--- config.mk ---
export PLATFORM = sky130hd
export DESIGN_NAME = game_text_overlay
export DESIGN_NICKNAME = d
export VERILOG_FILES = /design/src/rtl/game_text_overlay.sv
export SDC_FILE = /design/constraint.sdc
export NUM_CORES = 1
export LEC_CHECK = 0
export ABC_CLOCK_PERIOD_IN_PS = 2930
export CORE_UTILIZATION = 55
export CTS_CLUSTER_SIZE = 30
export DETAILED_ROUTE_END_ITERATION = 8
export DONT_BUFFER_PORTS = 1
export PLACE_DENSITY = 0.7
export SLEW_MARGIN = 25
export SYNTH_ARGS = -nofsm -noshare
export SYNTH_HDL_FRONTEND = slang
export SYNTH_SLANG_ARGS = --single-unit
--- constraint.sdc ---
create_clock -name Clk -period 2.93 [get_ports Clk]
set_clock_uncertainty 0.05 [all_clocks]
set_input_delay 0.293 -clock Clk [delete_from_list [all_inputs] [get_ports Clk]]
set_output_delay 0.293 -clock Clk [all_outputs]
set_load 0.03 [all_outputs]
--- src/rtl/game_text_overlay.sv ---
// game_text_overlay: two-stage pixel pipeline that maps the scan position
// to a lit/unlit text bit, with power-of-two scaling, a per-frame origin and
// frame-synchronous OFF / STEADY / BLINK / REVEAL display modes.
// Glyph and message contents are compile-time constant tables.
module game_text_overlay #(
  parameter int GLYPH_W       = 8,
  parameter int GLYPH_H       = 16,
  parameter int NUM_GLYPHS    = 8,
  parameter int MSG_LEN       = 9,
  parameter int SCALE_LOG2    = 1,
  parameter int BLINK_FRAMES  = 30,
  parameter int REVEAL_FRAMES = 8,
  localparam int GI_W = $clog2(NUM_GLYPHS),
  localparam int SL_W = $clog2(MSG_LEN)
) (
  input  logic            Clk,
  input  logic            Reset_n,
  input  logic            frame_start,
  input  logic [9:0]      DrawX,
  input  logic [9:0]      DrawY,
  input  logic [9:0]      OrigX,
  input  logic [9:0]      OrigY,
  input  logic [1:0]      mode,
  output logic            text_on,
  output logic [SL_W-1:0] char_slot,
  output logic            reveal_done
);

  typedef enum logic [1:0] {
    MODE_OFF    = 2'b00,
    MODE_STEADY = 2'b01,
    MODE_BLINK  = 2'b10,
    MODE_REVEAL = 2'b11
  } mode_t;

  localparam int GW_LOG2 = $clog2(GLYPH_W);
  localparam int GH_LOG2 = $clog2(GLYPH_H);
  localparam int WIN_W   = (MSG_LEN * GLYPH_W) << SCALE_LOG2;
  localparam int WIN_H   = GLYPH_H << SCALE_LOG2;
  localparam int RC_W    = $clog2(MSG_LEN + 1);
  localparam int FC_MAX  = (BLINK_FRAMES > REVEAL_FRAMES) ? BLINK_FRAMES : REVEAL_FRAMES;
  localparam int FC_W    = (FC_MAX > 1) ? $clog2(FC_MAX) : 1;

  localparam logic [10:0]     WIN_W_L     = 11'(WIN_W);
  localparam logic [10:0]     WIN_H_L     = 11'(WIN_H);
  localparam logic [RC_W-1:0] RC_FULL     = RC_W'(MSG_LEN);
  localparam logic [FC_W-1:0] BLINK_LAST  = FC_W'(BLINK_FRAMES - 1);
  localparam logic [FC_W-1:0] REVEAL_LAST = FC_W'(REVEAL_FRAMES - 1);

  // Glyph rows 2..11 of each letter, first row in the top byte.
  function automatic logic [79:0] font_bits(input logic [GI_W-1:0] g);
    case (32'(g))
      0:       font_bits = 80'h3C66C0C0C0CEC6C6663E; // G
      1:       font_bits = 80'h183C66C3C3FFC3C3C3C3; // A
      2:       font_bits = 80'hC3E7FFDBC3C3C3C3C3C3; // M
      3:       font_bits = 80'hFFC0C0C0FCC0C0C0C0FF; // E
      4:       font_bits = 80'h3C66C3C3C3C3C3C3663C; // O
      5:       font_bits = 80'hC3C3C3C3C3C366663C18; // V
      6:       font_bits = 80'hFCC6C6C6FCD8CCC6C3C3; // R
      default: font_bits = '0;                       // blank
    endcase
  endfunction

  // One glyph-store word; bit GLYPH_W-1 is the leftmost pixel.
  function automatic logic [GLYPH_W-1:0] glyph_word(input logic [GI_W-1:0] g,
                                                    input logic [GH_LOG2-1:0] row);
    logic [79:0]        bits;
    logic [7:0]         b8;
    logic [GLYPH_W-1:0] w;
    int unsigned        r;
    bits = font_bits(g);
    r    = 32'(row);
    b8   = '0;
    if (r >= 2 && r <= 11) b8 = bits[79 - 8*(r-2) -: 8];
    w = '0;
    for (int unsigned i = 0; i < 8; i++) begin
      if (i < GLYPH_W) w[GLYPH_W-1-i] = b8[7-i];
    end
    return w;
  endfunction

  // Message table: "GAME OVER"; unused slots map to the blank glyph.
  function automatic logic [GI_W-1:0] msg_entry(input logic [SL_W-1:0] s);
    case (32'(s))
      0:       msg_entry = GI_W'(0);
      1:       msg_entry = GI_W'(1);
      2:       msg_entry = GI_W'(2);
      3:       msg_entry = GI_W'(3);
      4:       msg_entry = GI_W'(7);
      5:       msg_entry = GI_W'(4);
      6:       msg_entry = GI_W'(5);
      7:       msg_entry = GI_W'(3);
      8:       msg_entry = GI_W'(6);
      default: msg_entry = GI_W'(NUM_GLYPHS - 1);
    endcase
  endfunction

  // Frame-latched state
  mode_t             r_mode,       w_mode_nx;
  logic [9:0]        r_orig_x,     w_orig_x_nx;
  logic [9:0]        r_orig_y,     w_orig_y_nx;
  logic [FC_W-1:0]   r_frame_cnt,  w_frame_cnt_nx;
  logic [RC_W-1:0]   r_reveal_cnt, w_reveal_cnt_nx;
  logic              r_visible,    w_visible_nx;

  // Stage 1
  logic [10:0]        w_rx, w_ry;
  logic               w_inside, w_en;
  logic [SL_W-1:0]    w_slot;
  logic [GW_LOG2-1:0] w_col;
  logic [GH_LOG2-1:0] w_row;
  logic               r_inside, r_en;
  logic [SL_W-1:0]    r_slot;
  logic [GW_LOG2-1:0] r_col;
  logic [GH_LOG2-1:0] r_row;

  // Stage 2
  logic [GLYPH_W-1:0] r_rowdata;
  logic               r_inside_d, r_en_d;
  logic [SL_W-1:0]    r_slot_d;
  logic [GW_LOG2-1:0] r_col_d;
  logic [GW_LOG2-1:0] w_bit_idx;

  // Frame control state register
  always_ff @(posedge Clk or negedge Reset_n) begin
    if (!Reset_n) begin
      r_mode       <= MODE_OFF;
      r_orig_x     <= '0;
      r_orig_y     <= '0;
      r_frame_cnt  <= '0;
      r_reveal_cnt <= '0;
      r_visible    <= 1'b1;
    end else begin
      r_mode       <= w_mode_nx;
      r_orig_x     <= w_orig_x_nx;
      r_orig_y     <= w_orig_y_nx;
      r_frame_cnt  <= w_frame_cnt_nx;
      r_reveal_cnt <= w_reveal_cnt_nx;
      r_visible    <= w_visible_nx;
    end
  end

  // Frame control next state: everything changes only on frame_start
  always_comb begin
    w_mode_nx       = r_mode;
    w_orig_x_nx     = r_orig_x;
    w_orig_y_nx     = r_orig_y;
    w_frame_cnt_nx  = r_frame_cnt;
    w_reveal_cnt_nx = r_reveal_cnt;
    w_visible_nx    = r_visible;
    if (frame_start) begin
      w_mode_nx   = mode_t'(mode);
      w_orig_x_nx = OrigX;
      w_orig_y_nx = OrigY;
      case (mode_t'(mode))
        MODE_OFF: begin
          w_frame_cnt_nx  = '0;
          w_reveal_cnt_nx = '0;
          w_visible_nx    = 1'b1;
        end
        MODE_STEADY: begin
          w_frame_cnt_nx  = '0;
          w_reveal_cnt_nx = RC_FULL;
          w_visible_nx    = 1'b1;
        end
        MODE_BLINK: begin
          w_reveal_cnt_nx = RC_FULL;
          if (r_mode != MODE_BLINK) begin
            w_frame_cnt_nx = '0;
            w_visible_nx   = 1'b1;
          end else if (r_frame_cnt == BLINK_LAST) begin
            w_frame_cnt_nx = '0;
            w_visible_nx   = ~r_visible;
          end else begin
            w_frame_cnt_nx = r_frame_cnt + FC_W'(1);
          end
        end
        MODE_REVEAL: begin
          w_visible_nx = 1'b1;
          if (r_mode != MODE_REVEAL) begin
            w_frame_cnt_nx  = '0;
            w_reveal_cnt_nx = '0;
          end else if (r_frame_cnt == REVEAL_LAST) begin
            w_frame_cnt_nx = '0;
            if (r_reveal_cnt != RC_FULL) w_reveal_cnt_nx = r_reveal_cnt + RC_W'(1);
          end else begin
            w_frame_cnt_nx = r_frame_cnt + FC_W'(1);
          end
        end
        default: ;
      endcase
    end
  end

  assign reveal_done = (r_mode == MODE_REVEAL) && (r_reveal_cnt == RC_FULL);

  // Stage 1 position decode: sign bit rejects left/top overhang, the window
  // compare rejects right/bottom overhang, so no wrap-around is possible.
  always_comb begin
    w_rx     = {1'b0, DrawX} - {1'b0, r_orig_x};
    w_ry     = {1'b0, DrawY} - {1'b0, r_orig_y};
    w_inside = !w_rx[10] && (w_rx < WIN_W_L) && !w_ry[10] && (w_ry < WIN_H_L);
    w_slot   = w_rx[SCALE_LOG2 + GW_LOG2 +: SL_W];
    w_col    = w_rx[SCALE_LOG2 +: GW_LOG2];
    w_row    = w_ry[SCALE_LOG2 +: GH_LOG2];
    // Display enable is taken with the pixel so a frame_start while the
    // pixel is in flight cannot change its outcome.
    w_en     = (r_mode != MODE_OFF) && r_visible && (RC_W'(w_slot) < r_reveal_cnt);
  end

  // Stage 1 pipeline registers
  always_ff @(posedge Clk or negedge Reset_n) begin
    if (!Reset_n) begin
      r_inside <= 1'b0;
      r_en     <= 1'b0;
      r_slot   <= '0;
      r_col    <= '0;
      r_row    <= '0;
    end else begin
      r_inside <= w_inside;
      r_en     <= w_en;
      r_slot   <= w_slot;
      r_col    <= w_col;
      r_row    <= w_row;
    end
  end

  // Stage 2: synchronous glyph-store read plus delayed pixel attributes
  always_ff @(posedge Clk or negedge Reset_n) begin
    if (!Reset_n) begin
      r_rowdata  <= '0;
      r_inside_d <= 1'b0;
      r_en_d     <= 1'b0;
      r_slot_d   <= '0;
      r_col_d    <= '0;
    end else begin
      r_rowdata  <= glyph_word(msg_entry(r_slot), r_row);
      r_inside_d <= r_inside;
      r_en_d     <= r_en;
      r_slot_d   <= r_slot;
      r_col_d    <= r_col;
    end
  end

  assign w_bit_idx = GW_LOG2'(GLYPH_W - 1) - r_col_d;
  assign text_on   = r_inside_d && r_en_d && r_rowdata[w_bit_idx];
  assign char_slot = r_inside_d ? r_slot_d : '0;

endmodule

# [Yosys cells after proc, flatten, opt, wreduce, memory -nomap -nowiden]
# Memories as Yosys holds them, arrays and structs flattened.
# Cells that the tools add are included.
[word_totals] regBits=62 rom_bits=48 inputBits=45 out_inout_bits=6 elab_cells=87 memories=1
[op_classes] addsub=7 n_lt_le_gt_ge=6 n_eq_ne=19 shifts=1 muxes=17 bitwise=1 n_reduce_logical=19
[mem_list] memory="(no name shown)" depth=16 word_bits=3 rd=1 rd_ports_with_merged_regs=0 wr=0 line="84" text="case (32'(s))"
[ops] cell="$pmux W80 S7" n=1
[ops] cell="$shiftx A87 B33 Y8" n=1
[ops] cell="$sub A10 B10 Y11" n=2
[ops] cell="$mux W5" n=4
[ops] cell="$mux W4" n=4
[ops] cell="$pmux W5 S3" n=1
[ops] cell="$pmux W4 S3" n=1
[ops] cell="$lt A11 B6 Y1 const B" n=1
[ops] cell="$lt A11 B8 Y1 const B" n=1
[ops] cell="$eq A3 B3 Y1 const B" n=3
[ops] cell="$logic_and A1 B1 Y1" n=9
[ops] cell="$ne A3 B3 Y1 const B" n=3
[ops] cell="$sub A8 B8 Y9 const A" n=1
[ops] cell="$mux W8" n=1
[ops] cell="$eq A2 B2 Y1 const B" n=3
[ops] cell="$eq A3 B2 Y1 const B" n=2
[ops] cell="$add A5 B1 Y5 const B" n=1
[ops] cell="$eq A5 B3 Y1 const B" n=1
[ops] cell="$eq A5 B5 Y1 const B" n=1
[ops] cell="$sub A4 B2 Y5 const B" n=1
[ops] cell="$add A4 B1 Y4 const B" n=1
[ops] cell="$eq A4 B4 Y1 const B" n=1
[ops] cell="$ge A4 B2 Y1 const B" n=1
[ops] cell="$le A4 B4 Y1 const B" n=1
[ops] cell="other kinds (19)" n=24

# [Logic depth before layout (Yosys ltp)]
# Gate-level depths: netlist of the first run.
[logic_depth] ltp_word=5 ltp_mapped=11 ltp_nobuf=11

# [Worst setup path after synthesis of the first run]
# No wires, ideal clock.
[synth_path] kind="flip-flop to flip-flop" startpoint="reg r_row[1]" endpoint="reg r_rowdata[3]" setup_time_ps=138 arrival_time_ps=2128 required_ps=2742 slack_ps=614 path_stages_with_launch=10 path_buffers=0 synth_period_minus_slack_ps=2316 path_cell_list="dfrtp_1 -> inv_1 -> ha_1 -> ha_1 -> nor2_1 -> a21boi_0 -> o21ai_0 -> and2_1 -> o22ai_1 -> a21oi_1"
[synth_via] elab_chain_len=4 elab_cells_between_ends=7 classes_between="2 x add/sub; 2 x order compare; 1 x shift; 1 x mux; 1 x reduce/logical"
[synth_rtl] item="start, declared" line="115" text="logic [GH_LOG2-1:0] r_row;"
[synth_rtl] item="start signal, assigned" line="224" text="r_row <= w_row;"
[synth_rtl] item="$sub A4 B2 Y5" line="74" text="if (r >= 2 && r <= 11) b8 = bits[79 - 8*(r-2) -: 8];"
[synth_rtl] item="$sub A8 B8 Y9" line="74"
[synth_rtl] item="$shiftx A87 B33 Y8" line="74"
[synth_rtl] item="$mux W8 (*)" line="74"
[synth_rtl] item="end signal, assigned" line="237" text="r_rowdata <= glyph_word(msg_entry(r_slot), r_row);"
[synth_rtl] item="end, declared" line="118" text="logic [GLYPH_W-1:0] r_rowdata;"
# Every way passes the cells marked *; elsewhere a longest branch is shown, timed or not.
# A chain may end at the register's enable or synchronous reset.

# [Worst setup path in the final report of the first run]
[layout_path] startpoint="reg r_row[2]" endpoint="reg r_rowdata[3]"
# Same word-level chain as after synthesis.

==> metrics.md, run 1 <==
| Metric | Value |
|---|---|
| Chip width | `90.7 µm` |
| RSZ-0062 raised after global routing | `false` |
| Clk pwr share | `21.6%` |
| CTS Buf Count | `9` |
| Result of the run | `completed` |
| Final wirelength | `10000 µm` |
| Finished Layout Cells | `611` |
| Final Hold Vio Count | `0` |
| Combinational group share of total power | `47.0%` |
| Total grt overflow | `0` |
| PwrDens | `762 nW/µm²` |
| Post-synth cell types | `65` |
| Via density | `around 6.1` |
| Main combinational cell family by area after synthesis | `compound AO/OA/AOI/OAI gates` |
| Port Buf Inserts | `0` |
| Share of cells above drive strength 1 | `7.81%` |
| Post-synthesis mux area share | `~3.0%` |
| Syn nets | `a little under 600` |
| EDFF count, synth | `0` |
| GPL Wtd Cong | `0.906` |
| Largest net degree at the start of global routing | `63` |
| Vias | `3727` |
| Crit path largest cell delay | `420 ps` |
| Maximum buffer depth of the clock tree | `2` |
| Vias in the first global route | `3593` |
| Fmax | `~0.38 GHz` |
| CP Cell Sequence | `inv_1 -> ha_1 -> ha_1 -> nor2_1 -> a21boi_0 -> o21ai_0 -> and2_1 -> o22ai_1 -> a21oi_1` |
| Initial DRC count | `272` |
| Startpoint types | `flip-flop` |
| Ys async rst share | `100%` |
| Initial Util | `58.1%` |
| Top cells by count, synth | `61 x dfrtp_1, 56 x nand2_1, 47 x o21ai_0, 41 x inv_1` |
| Final period util | `roughly 90%` |
| Ports | `about 50` |
| Hold WC Path Type | `in -> reg` |
| Max-slew violations | `0` |
| Slowest-stage cell, CP | `dfrtp_1` |
| Switch share | `41.6%` |
| Die Height | `slightly above 90 µm` |
| Mapped Avg Cell Area | `8.59 µm²` |
| Compound-gate portion of the synthesized area | `23.5%` |
| Relative slew slack | `a little under half` |
| CP most frequent cell | `ha_1` |
| Register area share after synthesis | `35.9%` |
| Final Util | `a little over three fifths` |
| Post-synth top flop | `dfrtp_1` |
| XOR/XNOR Fraction of Synth Area | `2.43%` |
| H-Tree Depth | `3` |
| Synth Register Bits | `62` |
| Internal power | `around 0.0021 W` |
| Count of final setup violators | `0` |
| # Post-CTS Setup Buffers | `0` |
| Wirelength per Cell | `16.4 µm` |
| DRT Pass-1 Iters | `5` |
| Adder-cell share of the synthesized area | `11.0%` |
| Clock sinks | `62` |
| Placed insts | `592` |
| Synth Instances | `504` |
| Post-Syn Area | `around 4300 µm²` |
| Seq pwr share | `31.4%` |
| Post-Synth Simple-Gate Area | `18.3%` |
| MaxCap Viol Count | `0` |
| Core area | `between 7000 and 8000 µm²` |
| Flop2flop setup slack | `270 ps` |
| CTS tree | `yes` |
| Cell Rows | `31` |
| Max VDD drop | `385 µV` |
| Dpl hpwl | `7350 µm` |
| Initial antenna violation count | `0` |
| Drc violations | `0` |
| Psw | `0.00148 W` |
| Die area | `8230 µm²` |
| First-pass GRT wire length | `17000 µm` |
| Crit Path Class | `reg -> reg` |
| Root Buffer | `clkbuf_8` |
| Layout area overhead | `7.69%` |
| Post-synth top area share | `35.2%` |
| Crit-path max FO | `7` |
| Yosys warnings | `0` |
| Final ANT Viol Nets | `0` |
| Worst setup EP type | `flip-flop` |
| Synth area leader | `dfrtp_1` |
| Data required, critical path | `3090 ps` |
| CP arrival | `2820 ps` |
| Area contributors post-synth | `dfrtp_1 35%, ha_1 10%, o21ai_0 5.4%` |
| Clock transition at path regs | `70 ps` |
| Total track usage | `between 20% and 30%` |
| Most common cell in the synthesized netlist | `dfrtp_1` |
| Leak pwr | `2.02 nW` |
| Period minus WS final | `2660 ps` |
| Worst-Margin Slew | `795 ps` |
| Final #Nets | `~600` |
| Clk Latency, worst-skew pair | `~340 ps` |
| Antenna diodes | `0` |
| Fin Setup TNS | `0 ps` |
## layout make-up
cell class	count	area (µm²)
inverter	41	154
tap	99	124
sequential	62	1550
clock inverter	3	42.5
multi-input combinational	382	2520
clock buffer	13	159
timing repair buffer	11	108
fill	687	2780
## cells by family after synthesis
kind of cell,Yosys count
XOR/XNOR,12
adder cells (fa/ha/maj),37
multiplexers,10
flip-flops,62
AND/OR/NAND/NOR,163
buffers and inverters,60
AO/OA/AOI/OAI,160
## layer usage
metal  track usage (%)  share of wire (%)  vias to the layer above
li1                  -                  -                     1812
met1              34.7                 44                     1765
met2              42.6                 48                      130
met3              4.04                6.1                       20
met4              10.3                1.9                        0
met5                 0                  0                        -
## worst max-delay path, delay by kind of cell (launching register included)
kind	cells	cell delay (ps)
buffers and inverters	1	80
DFF	1	420
and+or+nand+nor	2	560
adders and majority gates	2	560
AOI/OAI and AO/OA	4	860
## flip-flops by register name, summed over array words and instances, names as in the netlist, 2 cells and up
signal,cells
r_col,3
r_col_d,3
r_frame_cnt,5
r_mode,2
r_orig_x,10
r_orig_y,10
r_reveal_cnt,4
r_row,4
r_rowdata,8
r_slot,4
r_slot_d,4
## through the flow
stage	area, µm²	setup slack, ps	hold WS [ps]	power, W
2_1_floorplan	4330	614	-52.6	0.00237
3_5_place_dp	4410	362	-51.2	0.00274
4_1_cts	4660	335	2.38	0.00355
3_3_place_gp	4410	347	-51.5	0.00272
6_report	4660	274	15.3	0.00355
5_1_grt	4660	120	0.311	0.00382
## placed cells by master, fill, tap and decap left out, types with 10 or more instances in the layout
master    instances
dfrtp_1          61
nand2_1          56
o21ai_0          47
inv_1            41
nor2_1           35
ha_1             35
a21oi_1          33
nand3_1          13
clkbuf_8         11
nor3_1           10
## final timing paths
check | from | cells past startpoint | endpoint
setup / recovery | r_row[2]$_DFF_PN0_ | 9 | r_rowdata[3]$_DFF_PN0_
hold / removal | frame_start | 1 | r_orig_y[3]$_DFFE_PN0P_
setup reg to reg | r_row[2]$_DFF_PN0_ | 9 | r_rowdata[3]$_DFF_PN0_
hold reg to reg | r_en$_DFF_PN0_ | 0 | r_en_d$_DFF_PN0_
max in group asynchronous | Reset_n | 2 | r_visible$_DFFE_PN1P_
min in group asynchronous | Reset_n | 2 | r_frame_cnt[2]$_DFFE_PN0P_
## power groups by stage
stage	combinational (W)	sequential, W	clock (W)
detailed placement	0.00160	0.00113	0
floorplan	0.00129	0.00108	0
CTS	0.00164	0.00112	0.000790
finish	0.00167	0.00112	0.000769
global route	0.00185	0.00113	0.000832
global placement	0.00159	0.00112	0
## repair_timing
action,in CTS,in global routing
resized for setup,0,0
endpoints found under the hold margin,80,0
hold buffers,3,0
No activity file was read; power rests on OpenSTA's default activity.
==> run 2: changes to the inputs <==
--- a/config.mk
+++ b/config.mk
@@ -6,11 +6,13 @@
 export NUM_CORES = 1
 export LEC_CHECK = 0
 export ABC_CLOCK_PERIOD_IN_PS = 2930
+export CORE_MARGIN = 3
 export CORE_UTILIZATION = 55
 export CTS_CLUSTER_SIZE = 30
 export DETAILED_ROUTE_END_ITERATION = 8
 export DONT_BUFFER_PORTS = 1
 export PLACE_DENSITY = 0.7
+export SETUP_SLACK_MARGIN = 0.02
 export SLEW_MARGIN = 25
 export SYNTH_ARGS = -nofsm -noshare
 export SYNTH_HDL_FRONTEND = slang
==> run 2 against run 1 <==
Effect of this change: count of clock-buffer cells in the layout did not move; via count decreased by 1.4%; combinational power hardly changed; clock power decreased by 6.2%; wire length is 1.9% higher.
==> metrics.md, run 2 (synthesis results as in run 1) <==
| Metric | Value |
|---|---|
| Reg2reg path depth | `10` |
| Critical Path Start | `r_row[2]$_DFF_PN0_` |
| Crit-path max FO | `7` |
| Fin Setup TNS | `0 ps` |
| Beginning of the worst hold path | `frame_start` |
| # fillers | `666` |
| CP arrival | `roughly 2700 ps` |
| Startpoint types | `flip-flop` |
| Hold WC Path Type | `in -> reg` |
| Max-slew violations | `0` |
| Data required, critical path | `3080 ps` |
| Total grt overflow | `0` |
| Layout area overhead | `7.97%` |
| Share of cells above drive strength 1 | `between 8 and 9%` |
| Vias | `3676` |
| Initial antenna violation count | `0` |
| RSZ-0062 raised after global routing | `false` |
| Wirelength per Cell | `about 17 µm` |
| Period minus WS final | `2590 ps` |
| Clk Latency, worst-skew pair | `340 ps` |
| GPL Wtd Cong | `0.970` |
| First-pass GRT wire length | `17200 µm` |
| PwrDens | `about 750 nW/µm²` |
| Drc violations | `0` |
| Vias in the first global route | `3621` |
| Largest registers | `r_orig_x: 10 flops, r_orig_y: 10 flops, r_rowdata: 8 flops` |
| Ports | `51` |
| Final wirelength | `10200 µm` |
| DRT Pass-1 Iters | `5` |
| Worst setup EP type | `flip-flop` |
| Worst r2r src | `r_row[2]$_DFF_PN0_` |
| Leak pwr | `2.03 nW` |
| Relative slew slack | `approximately 42%` |
| Final #Nets | `592` |
| Crit Path Class | `reg -> reg` |
| Via density | `5.99` |
| Initial Util | `58.1%` |
| H-Tree Depth | `3` |
| Setup Slack @ Placement | `about 410 ps` |
| Clock sinks | `just over 60` |
| CTS Buf Count | `9` |
| Initial DRC count | `286` |
| Port Buf Inserts | `0` |
| Max VDD drop | `roughly 330 µV` |
| # Post-CTS Setup Buffers | `0` |
| Most frequent cells in the layout | `61 x dfrtp_1, 56 x nand2_1, 47 x o21ai_0, 41 x inv_1` |
| Final Hold Vio Count | `0` |
| Total track usage | `24.6%` |
| Dpl hpwl | `7340 µm` |
| Die area | `between 8000 and 9000 µm²` |
| Result of the run | `completed` |
| Final period util | `88.3%` |
| Worst Setup EP | `r_rowdata[2]$_DFF_PN0_` |
| Clock transition at path regs | `80 ps` |
| Cell Rows | `31` |
| MaxCap Viol Count | `0` |
| Die Height | `94.7 µm` |
| Antenna diodes | `0` |
| Core area | `7450 µm²` |
| Flop2flop setup slack | `~340 ps` |
| Chip width | `94.7 µm` |
| Worst-Margin Slew | `864 ps` |
| Fmax | `approximately 0.39 GHz` |
| Root Buffer | `clkbuf_8` |
| Maximum buffer depth of the clock tree | `2` |
| Most common cell after layout, fill and taps aside | `dfrtp_1` |
| R2R Path End | `r_rowdata[2]$_DFF_PN0_` |
| CTS tree | `yes` |
| Final ANT Viol Nets | `0` |
| Setup WS post-layout | `roughly 340 ps` |
| Largest net degree at the start of global routing | `63` |
| Count of final setup violators | `0` |
## run 2: changes by cell type in the layout (fill, tap and decap cells not counted)
cell           delta
bufinv_16         -1
clkbuf_1          -1
buf_4             +1
clkbuf_8          +1
dlygate4sd3_1     +2
clkinv_2          +1
## run 2: per-layer routing
| metal | vias up | part of all wire, % | GRT usage [%] |
|---|---|---|---|
| met3 | 15 | 9.2 | 7.01 |
| met4 | 0 | 1.9 | 9.01 |
| met5 | - | 0 | 0 |
| met1 | 1697 | 44 | 32.9 |
| met2 | 140 | 45 | 38.1 |
| li1 | 1824 | - | - |
## run 2: critical path: stages (launching register included)
cell      delay (ps)
dfrtp_1          420
inv_1             80
ha_1             190
ha_1             380
nor2_1           370
nor2_1           160
a21boi_0         200
o22ai_1          100
a22o_1           180
o21ai_1          190
a311oi_1         120
## run 2: layout make-up
class | instances | area (µm²) | area share [%]
multi-input combinational | 382 | 2520 | 54.0
sequential | 62 | 1550 | 33.2
clock buffer | 13 | 169 | 3.61
inverter | 41 | 154 | 3.29
timing repair buffer | 14 | 135 | 2.89
tap | 99 | 124 | 2.65
clock inverter | 3 | 17.5 | 0.375
## run 2: how the worst min path moves through the flow
stage                                             to  slack (ps)  cells past startpoint
after floorplan                   r_col[0]$_DFF_PN0_         -50                      0
after global placement    r_frame_cnt[4]$_DFFE_PN0P_         -50                      0
after CTS                    r_orig_y[4]$_DFFE_PN0P_         0.1                      1
after global routing         r_orig_y[4]$_DFFE_PN0P_           6                      1
after detailed placement  r_frame_cnt[2]$_DFFE_PN0P_         -50                      0
final                        r_orig_x[1]$_DFFE_PN0P_          20                      1
## run 2: where the power goes
part / internal [W] / total, W / switching, W / leakage [nW]
sequential: 0.00100 / 0.00112 / 0.000113 / 0.769
clock: 0.000374 / 0.000721 / 0.000347 / 0.0954
combinational: 0.000644 / 0.00168 / 0.00103 / 1.17
## run 2: per-stage QoR
step | total power, W | std cells | hold WS, ps | area, µm² | utilization [%]
3_3_place_gp | 0.00274 | 593 | -51.2 | 4420 | 59.4
6_report | 0.00351 | 614 | 17.7 | 4680 | 62.8
3_5_place_dp | 0.00274 | 593 | -51.2 | 4420 | 59.4
5_1_grt | 0.00378 | 614 | 6.38 | 4680 | 62.8
4_1_cts | 0.00349 | 614 | 0.108 | 4680 | 62.8
2_1_floorplan | 0.00237 | 504 | -52.6 | 4330 | -
## run 2: repair_timing
action,4_1_cts,5_1_grt
endpoints found under the setup margin,0,0
hold buffers,5,0
resized for setup,0,0
hold endpoints to repair,74,0
